[src/rtl/pipeline_pkg.sv]
// pipeline_pkg: shared pipeline types and constants for the 5-stage core
package pipeline_pkg;
    typedef enum logic {RUN, MEM_WAIT} hazard_state_t;
    localparam int REG_AW = 5;
    localparam logic [31:0] NOP_INSTR = 32'h0000_0013;
endpackage

[src/rtl/hazard_wait_timer.sv]
// hazard_wait_timer: counts consecutive frozen memory cycles and flags the last allowed one
module hazard_wait_timer
    import pipeline_pkg::*;
#(
    parameter int MEM_TIMEOUT = 16
)(
    input  logic clk,
    input  logic rst_n,
    input  logic run,
    input  logic clear,
    output logic expired
);
    localparam int W = $clog2(MEM_TIMEOUT);
    localparam logic [W-1:0] LAST = W'(MEM_TIMEOUT - 1);
    logic [W-1:0] r_cnt;
    always_ff @(posedge clk) begin
        r_cnt <= (!rst_n || clear) ? '0 : run ? r_cnt + 1'b1 : r_cnt;
    end
    assign expired = (r_cnt == LAST);
endmodule

[src/rtl/hazard_ctrl_unit.sv]
// hazard_ctrl_unit: pipeline stall/flush/PC-enable sequencing for load-use, redirect and dmem wait.
// Define HAZARD_PERF_CNT_EN to build the stall_cycles/flush_events counters.
module hazard_ctrl_unit
    import pipeline_pkg::*;
#(
    parameter int REG_AW      = pipeline_pkg::REG_AW,
    parameter int MEM_TIMEOUT = 16,
    parameter int CNT_W       = 32
)(
    input  logic              clk,
    input  logic              rst_n,
    input  logic [REG_AW-1:0] if_id_rs1,
    input  logic [REG_AW-1:0] if_id_rs2,
    input  logic              if_id_use_rs2,
    input  logic              id_ex_memRead,
    input  logic [REG_AW-1:0] id_ex_rd,
    input  logic              ex_redirect,
    input  logic              ex_mem_memAccess,
    input  logic              dmem_ready,
    output logic              pc_en,
    output logic              if_id_en,
    output logic              if_id_flush,
    output logic              id_ex_en,
    output logic              id_ex_flush,
    output logic              ex_mem_en,
    output logic              mem_wb_flush,
    output logic              mem_timeout,
    output logic [CNT_W-1:0]  stall_cycles,
    output logic [CNT_W-1:0]  flush_events
);
    hazard_state_t r_state, w_next;
    logic w_wait_req, w_expired, w_timeout, w_freeze, w_load_use;
    assign w_wait_req = (r_state == RUN) ? (ex_mem_memAccess && !dmem_ready) : !dmem_ready;
    assign w_timeout  = (r_state == MEM_WAIT) && w_wait_req && w_expired;
    assign w_freeze   = w_wait_req && !w_timeout;
    assign w_load_use = id_ex_memRead && (id_ex_rd != '0) &&
                        (id_ex_rd == if_id_rs1 || (if_id_use_rs2 && id_ex_rd == if_id_rs2));
    hazard_wait_timer #(.MEM_TIMEOUT(MEM_TIMEOUT)) u_timer (
        .clk     (clk),
        .rst_n   (rst_n),
        .run     (w_freeze),
        .clear   (!w_freeze),
        .expired (w_expired)
    );
    always_ff @(posedge clk) begin
        r_state <= rst_n ? w_next : RUN;
    end
    always_comb begin
        w_next       = w_freeze ? MEM_WAIT : RUN;
        pc_en        = 1'b1;
        if_id_en     = 1'b1;
        if_id_flush  = 1'b0;
        id_ex_en     = 1'b1;
        id_ex_flush  = 1'b0;
        ex_mem_en    = 1'b1;
        mem_wb_flush = 1'b0;
        mem_timeout  = rst_n && w_timeout;
        if (!rst_n) begin
            pc_en        = 1'b0;
            if_id_en     = 1'b0;
            id_ex_en     = 1'b0;
            ex_mem_en    = 1'b0;
            if_id_flush  = 1'b1;
            id_ex_flush  = 1'b1;
            mem_wb_flush = 1'b1;
        end else if (w_freeze) begin
            pc_en        = 1'b0;
            if_id_en     = 1'b0;
            id_ex_en     = 1'b0;
            ex_mem_en    = 1'b0;
            mem_wb_flush = 1'b1;
        end else if (ex_redirect) begin
            // squashing the consumer makes any coincident load-use moot
            if_id_flush = 1'b1;
            id_ex_flush = 1'b1;
        end else if (w_load_use) begin
            pc_en       = 1'b0;
            if_id_en    = 1'b0;
            id_ex_flush = 1'b1;
        end
    end
`ifdef HAZARD_PERF_CNT_EN
    logic [CNT_W-1:0] r_stall_cycles, r_flush_events;
    always_ff @(posedge clk) begin
        if (!rst_n) begin
            r_stall_cycles <= '0;
            r_flush_events <= '0;
        end else begin
            r_stall_cycles <= r_stall_cycles + CNT_W'(!pc_en);
            r_flush_events <= r_flush_events + CNT_W'(id_ex_flush);
        end
    end
    assign stall_cycles = r_stall_cycles;
    assign flush_events = r_flush_events;
`else
    assign stall_cycles = '0;
    assign flush_events = '0;
`endif
endmodule

[config.mk]
export PLATFORM = sky130hd
export DESIGN_NAME = hazard_ctrl_unit
export DESIGN_NICKNAME = d
export VERILOG_FILES = /design/src/rtl/pipeline_pkg.sv /design/src/rtl/hazard_wait_timer.sv /design/src/rtl/hazard_ctrl_unit.sv
export SDC_FILE = /design/constraint.sdc
export NUM_CORES = 1
export LEC_CHECK = 0
export CORE_MARGIN = 5
export CORE_UTILIZATION = 59
export CTS_BUF_LIST = sky130_fd_sc_hd__clkbuf_4 sky130_fd_sc_hd__clkbuf_8
export CTS_CLUSTER_SIZE = 28
export DETAILED_ROUTE_END_ITERATION = 12
export DONT_BUFFER_PORTS = 1
export GPL_ROUTABILITY_DRIVEN = 0
export GPL_TIMING_DRIVEN = 0
export PLACE_DENSITY = 0.85
export SETUP_SLACK_MARGIN = 0.05
export SYNTH_ARGS = -nofsm -noshare
export SYNTH_HDL_FRONTEND = slang
export SYNTH_SLANG_ARGS = --single-unit
[constraint.sdc]
create_clock -name clk -period 1.5 [get_ports clk]
set_input_delay 0.225 -clock clk [delete_from_list [all_inputs] [get_ports clk]]
set_output_delay 0.225 -clock clk [all_outputs]
set_load 0.1 [all_outputs]
==> impl_results.md, run 1 <==
* Outcome: did not finish
* Fail Step: clock tree synthesis (4_1_cts)
* Err: [ERROR DPL-0033] detailed placement checks failed during check placement.
* Post-DP HPWL at 2.10 mm
* Library cells used by synthesis at 22
* Post-Synthesis Cell Area at 868 um^2
* I/O Buffers at 0
* H-Tree Depth at 1
* # hold bufs at CTS at 0
* Inst Count DP at 188
* CTS sink count at 5
* Register area share after synthesis at 0.115
* Inserted Clock Buffers at 3
* CTS resizes at 9
* # rows at 13
* Number of synthesized register bits at 5
* Die Ht at 48.4 um
* IO Count at 94
* Max Buffers Root-to-Sink at 2
* Die X at 48.4 um
* Post-CTS Setup Inserts at 5
* Mapped Avg Cell Area at 7.89 um^2
* Root buffer cell: clkbuf_4
* Yosys warnings at 0
* Starting Density at 0.643
* Syn Inst Count at 110
[logic make-up after synthesis]
| family | share of synthesized area |
|---|---|
| buffers and inverters | 0.579 |
| and+or+nand+nor | 0.105 |
| xor gates and xnor gates | 0.121 |
| AOI/OAI and AO/OA | 0.0605 |
| DFF | 0.115 |
| adders and majority gates | 0.0144 |
| other | 0.00432 |
[Yosys cell counts]
cell | instances | area (um^2)
nand3_1 | 2 | 10.0
or2_1 | 1 | 6.26
xnor2_1 | 2 | 17.5
buf_4 | 66 | 495
dfxtp_1 | 5 | 100
a41oi_1 | 1 | 8.76
and3_1 | 1 | 6.26
nor4_2 | 1 | 12.5
o311ai_1 | 1 | 8.76
o21ai_2 | 1 | 8.76
a32oi_1 | 1 | 8.76
nor2_1 | 4 | 15.0
inv_1 | 2 | 7.51
ha_1 | 1 | 12.5
nor3_1 | 2 | 10.0
o21ba_1 | 1 | 10.0
nand2_1 | 3 | 11.3
xor2_1 | 10 | 87.6
conb_1 | 1 | 3.75
nand2b_1 | 2 | 12.5
or4_1 | 1 | 7.51
o21bai_1 | 1 | 7.51
[through the flow]
step                setup slack, ns  area [um^2]  hold WS, ns
floorplan                    -0.676         1220        0.372
global placement             -0.742         1240        0.381
detailed placement           -0.771         1240        0.399
==> run 2, diff against run 1 <==
Settings changed: CORE_AREA set to 5 5 66 68, CORE_MARGIN 5 to unset, CORE_UTILIZATION 59 to unset, CTS_BUF_LIST sky130_fd_sc_hd__clkbuf_4 sky130_fd_sc_hd__clkbuf_8 to unset, CTS_CLUSTER_SIZE 28 to unset, DIE_AREA set to 0 0 71 73, PLACE_DENSITY 0.85 to unset, PLACE_DENSITY_LB_ADDON set to 0.15, SETUP_SLACK_MARGIN 0.05 to unset.
Clock period 1.5 ns to 2 ns, I/O delays scaled along.
==> impl_results.md, run 2 <==
* N_diodes at 0
* GR peak layer: met2
* Prevailing post-synth register cell: dfxtp_1
* Gr usage total at 0.0719
* CTS sink count at 5
* Drt total wl at 1.91 mm
* Fin crit period at 2.43 ns
* First-pass GRT wire length at 2.98 mm
* Maximum VDD drop at 0.334 mV
* Largest family of logic cells by synthesized area: buffers and inverters
* Worst-Margin Slew at 1.09 ns
* Leading post-synthesis cells by cell area: buf_4, dfxtp_1, xor2_1, xnor2_1, nor2_1
* Max_slew headroom at 0.270
* Root buffer cell: clkbuf_8
* Mux contribution to synthesized area at 0
* Post-Synthesis Cell Area at 868 um^2
* Post-synth top cells: buf_4, xor2_1, dfxtp_1
* Clk slew on worst S/H paths at 0.03 ns
* WS Path Type: register to primary output
* IO Count at 94
* HP Class: primary input to register
* Met2 usage at 0.134
* Vias in the first global route at 701
* H-Tree Depth at 1
* Layout cells sized above 1 at 0.508
* Via/cell ratio at 2.99
* Most common cell after layout, fill and taps aside: buf_4
* Die Area at 0.00518 mm^2
* Largest net degree at the start of global routing at 7
* Pwr Total at 1.06 mW
* I/O Buffers at 0
* Leakage power at 0.798 nW
* Die X at 71 um
* Final hold slack at 0.251 ns
* Antenna violations before repair at 0
* # rows at 23
* Highest clock rate at 0.412 GHz
* Mapped Avg Cell Area at 7.89 um^2
* Starting Density at 0.229
* Biggest register: u_timer.r_cnt
* Post-synth EDFFs at 0
* Final std cells w/o fill at 233
* Via count at 696
* Pwr/cell area at 753 mW/mm^2
* Post-Synth Simple-Gate Area at 0.105
* Final WS setup at -0.428 ns
* GR Util met3 at 0.0372
* CP Data Required Time at 1.70 ns
* GR met1 Demand/Resource at 0.0673
* Post-route core utilization at 0.370
* DR iter-0 viols at 11
* Final setup violation count at 6
* Outcome: finished with violations
* RSZ-0062 raised after global routing: yes
* CP max FO at 3
* Inserted Clock Buffers at 3
* Max Slew Vio Count at 0
* Worst skew pair latency at 0.22 ns
* Commonest non-fill, non-tap cells in the layout: buf_4, conb_1, xor2_1
* Setup Slack @ Placement at -0.340 ns
* Fill cell count at 409
* Final period utilization at 1.21
* Largest regs: u_timer.r_cnt: 4 flops, r_state: 1 flops
* Post-DP HPWL at 1.81 mm
* Sum Neg Setup Slack at -1.05 ns
* Max-cap violation count at 0
* Core Area at 0.00380 mm^2
* Adder-cell share of the synthesized area at 0.0144
* DP Area at 0.00128 mm^2
* Initial DRT Pass Iterations at 2
* Area growth, synth to finish at 61.7%
* Fin Clk Skew at 0.00327 ns
* TritonCTS clock tree: yes
* Die Ht at 73 um
* Inst Count DP at 223
* Post-synthesis compound-gate area fraction at 0.0605
* Most common cell in the netlist: buf_4
* Syn Inst Count at 110
* Nets@finish at 207
* Crit path capture type: primary output
* Finished Cell Area at 0.00140 mm^2
* Number of synthesized register bits at 5
* Synth area leader: buf_4
* Top cell type's share of synthesized area at 0.571
* Max reg flops at 4
* Register area share after synthesis at 0.115
* CP Launch Type: register
* Total gr overflow at 0
* ANT nets after route at 0
* Max Buffers Root-to-Sink at 2
* Fin. Hold Viols at 0
* Library cells used by synthesis at 22
* Yosys warnings at 0
* Synth Area in XOR/XNOR at 0.121
* CP Data Arrival Time at 2.13 ns
* Synth async-reset ratio at 0
* Violated checks: negative setup slack
* DR DRC count at 0
* WL/cell at 8.21 um
-- run 2: cell counts after synthesis --
No cell type changed its count.
-- run 2: what timing repair did --
action | 4_1_cts | 5_1_grt
hold buffers | 0 | 0
gates resized for setup | 3 | 4
pin swaps | 6 | 3
setup buffers | 3 | 3
setup endpoints to repair | 7 | 7
gates cloned | 0 | 0
-- run 2: worst paths after layout --
kind	depth (start not counted)	start	to	slack [ns]
max	5	u_timer.r_cnt[0]	id_ex_en	-0.43
max reg2reg	6	u_timer.r_cnt[1]	u_timer.r_cnt[3]	0.83
min	1	rst_n	u_timer.r_cnt[1]	0.25
min reg2reg	1	u_timer.r_cnt[0]	u_timer.r_cnt[0]	0.44
-- run 2: cells by family (layout without fill, tap and decap cells) --
family,after synthesis,count (layout)
and+or+nand+nor,17,17
adders and majority gates,1,1
xor gates and xnor gates,12,12
buffers and inverters,68,78
AOI/OAI and AO/OA,6,6
other,1,64
DFF,5,5
-- run 2: cell type report --
class                           instances  area, um^2  area share
Buffer                                 66         520       0.371
Clock buffer                            4        45.0      0.0321
Inverter                                2        11.3     0.00802
Multi-Input combinational cell        100         609       0.434
Sequential cell                         5         106      0.0758
Tap cell                               50        62.6      0.0446
Timing Repair Buffer                    6        48.8      0.0348
-- run 2: metal layers --
| layer | wire length (um) | vias to the layer above |
|---|---|---|
| met4 | 12 | 0 |
| li1 | - | 366 |
| met5 | 0 | - |
| met3 | 261 | 2 |
| met1 | 539 | 284 |
| met2 | 1100 | 44 |
-- run 2: power by group --
group	switching (mW)	total, mW	internal [mW]	leakage, nW
clock	0.0440	0.180	0.136	0.0228
combinational	0.642	0.771	0.129	0.733
sequential	0.00307	0.106	0.103	0.0429
total	0.689	1.06	0.368	0.798
-- run 2: worst max-delay path, cell delays in order, from the launching register on --
cell and delay [ns]:
dfxtp_2 0.33, ha_4 0.16, a41oi_4 0.14, nand2b_4 0.37
clkinvlp_4 0.55, buf_12 0.35
Note: power is estimated with default switching activity, not from simulation.
==> RTL change: new RTL, flow settings as in run 2 <==
Register the output `mem_timeout`, without a reset; this adds one clock of latency there. The other outputs are not delayed to match.
--- a/src/rtl/hazard_ctrl_unit.sv
+++ b/src/rtl/hazard_ctrl_unit.sv
@@ -28,6 +28,8 @@
     output logic [CNT_W-1:0]  stall_cycles,
     output logic [CNT_W-1:0]  flush_events
 );
+
+    logic mem_timeout_d;
     hazard_state_t r_state, w_next;
     logic w_wait_req, w_expired, w_timeout, w_freeze, w_load_use;
     assign w_wait_req = (r_state == RUN) ? (ex_mem_memAccess && !dmem_ready) : !dmem_ready;
@@ -54,7 +56,7 @@
         id_ex_flush  = 1'b0;
         ex_mem_en    = 1'b1;
         mem_wb_flush = 1'b0;
-        mem_timeout  = rst_n && w_timeout;
+        mem_timeout_d = rst_n && w_timeout;
         if (!rst_n) begin
             pc_en        = 1'b0;
             if_id_en     = 1'b0;
@@ -96,5 +98,9 @@
     assign stall_cycles = '0;
     assign flush_events = '0;
 `endif
+    always_ff @(posedge clk) begin
+        mem_timeout <= mem_timeout_d;
+    end
+
 endmodule
 
Check against the original RTL: no difference found for any inputs over 10 cycles, from zero or initial values and one cycle with rst_n low; that may be too few to reach the edited logic, so the function may still have changed.
==> RTL change against run 2 <==
The run still ends with negative setup slack left. Via count increased by 0.29%. Combinational power is essentially flat. Total power up 2.1%. Die area unchanged. Wire length grew 2.2%. Sequential cell count up 1. Worst setup slack worse by 0.035 ns. Cell area decreased by 2.3%. Synthesized area grew 2.3%. Clock skew is 0.0020 ns lower. Critical endpoint unchanged. Largest power group unchanged. Highest routed layer unchanged.
==> RTL change: results (changes against run 2) <==
outcome finished with violations; failing checks negative setup slack; final cell count without fillers 230 (-1.3%); sequential share of power 11.7% (+1.7 points); first-pass GRT wire length 2920 um (-2.1%); Hold Startpoint dmem_ready; sequential power 0.126 mW (+19%); XOR/XNOR share of the synthesized area 11.8% (-0.27 points); vias in the first global route 688 (-1.9%); Seq. cell area 124 um2 (+16%); synth cell count leaders buf_4, xor2_1, dfxtp_1; clock buf count 3 (-1); fin nets 205 (-0.97%); switching share of power 64.7% (-0.47 points); Layout clock area frac 3.01% (-0.20 points); final setup TNS -1.18 ns (-0.124 ns); routing usage on met1 6.98% (+0.25 points); Synth area leaders buf_4, dfxtp_1, xor2_1; Post-Synth Adder-Cell Area 1.41% (-0.032 points); Post-Place Cells 224 (+0.45%); Final setup viols 6 (unchanged); Tot GR Track Use 7.07% (-0.11 points); final setup margin -0.463 ns (-0.0355 ns); maximum VDD drop 0.000274 V (-18%); area of the multi-input gates 586 um2 (-3.9%); met2 usage 12.7% (-0.72 points); Area Overhead vs Synth 54.4%; Clk network pwr share 16.8% (-0.3 points); WL met1 594 um (+10%); M3 GR Usage 4.13% (+0.41 points); WL/cell 8.50 um (+3.5%); nonclk buf count 69 (-4.2%); synthesis-stage register bit count 6 (+1); Least-Margin Pin Slew 1.09 ns (-0.00711 ns); sequential area share after synthesis 13.5% (+2.0 points); hpwl dp 1810 um (+0.25%); DR iter-0 viols 17 (+6); met2 WL 1100 um (+0.27%); FILL cells 413 (+0.98%); Via density 3.03 (+1.6%); Setup Skew 0.00127 ns (-0.00200 ns)
## RTL change: cells by family (layout without fill, tap and decap cells)
| group | after synthesis | count (layout) |
|---|---|---|
| xor+xnor | 12 | 12 |
| buf+inv | 68 | 74 |
| fa+ha+maj | 1 | 1 |
| simple gates | 17 | 17 |
| compound gates | 6 | 6 |
| flops | 6 | 6 |
| other cells | 1 | 64 |
## RTL change: repair_timing
action | CTS | global route
setup endpoints to repair | 6 | 6
hold buffers | 0 | 0
cloned | 0 | 0
setup buffers | 1 | 2
resized for setup | 1 | 2
pin swaps | 2 | 2
## RTL change: path summary, 6_finish.rpt
check	end	slack, ns
worst min-delay path	mem_timeout	0.15
worst max-delay path	id_ex_en	-0.46
worst max register to register	u_timer.r_cnt[2]	0.83
worst min register to register	u_timer.r_cnt[0]	0.44
## RTL change: metrics by stage
step / utilization, % / setup slack [ns]
global placement: 34.1 / -0.339
CTS: 35.5 / -0.551
finish: 36.1 / -0.463
global route: 36.1 / -0.519
detailed placement: 34.1 / -0.355
floorplan: - / -0.267
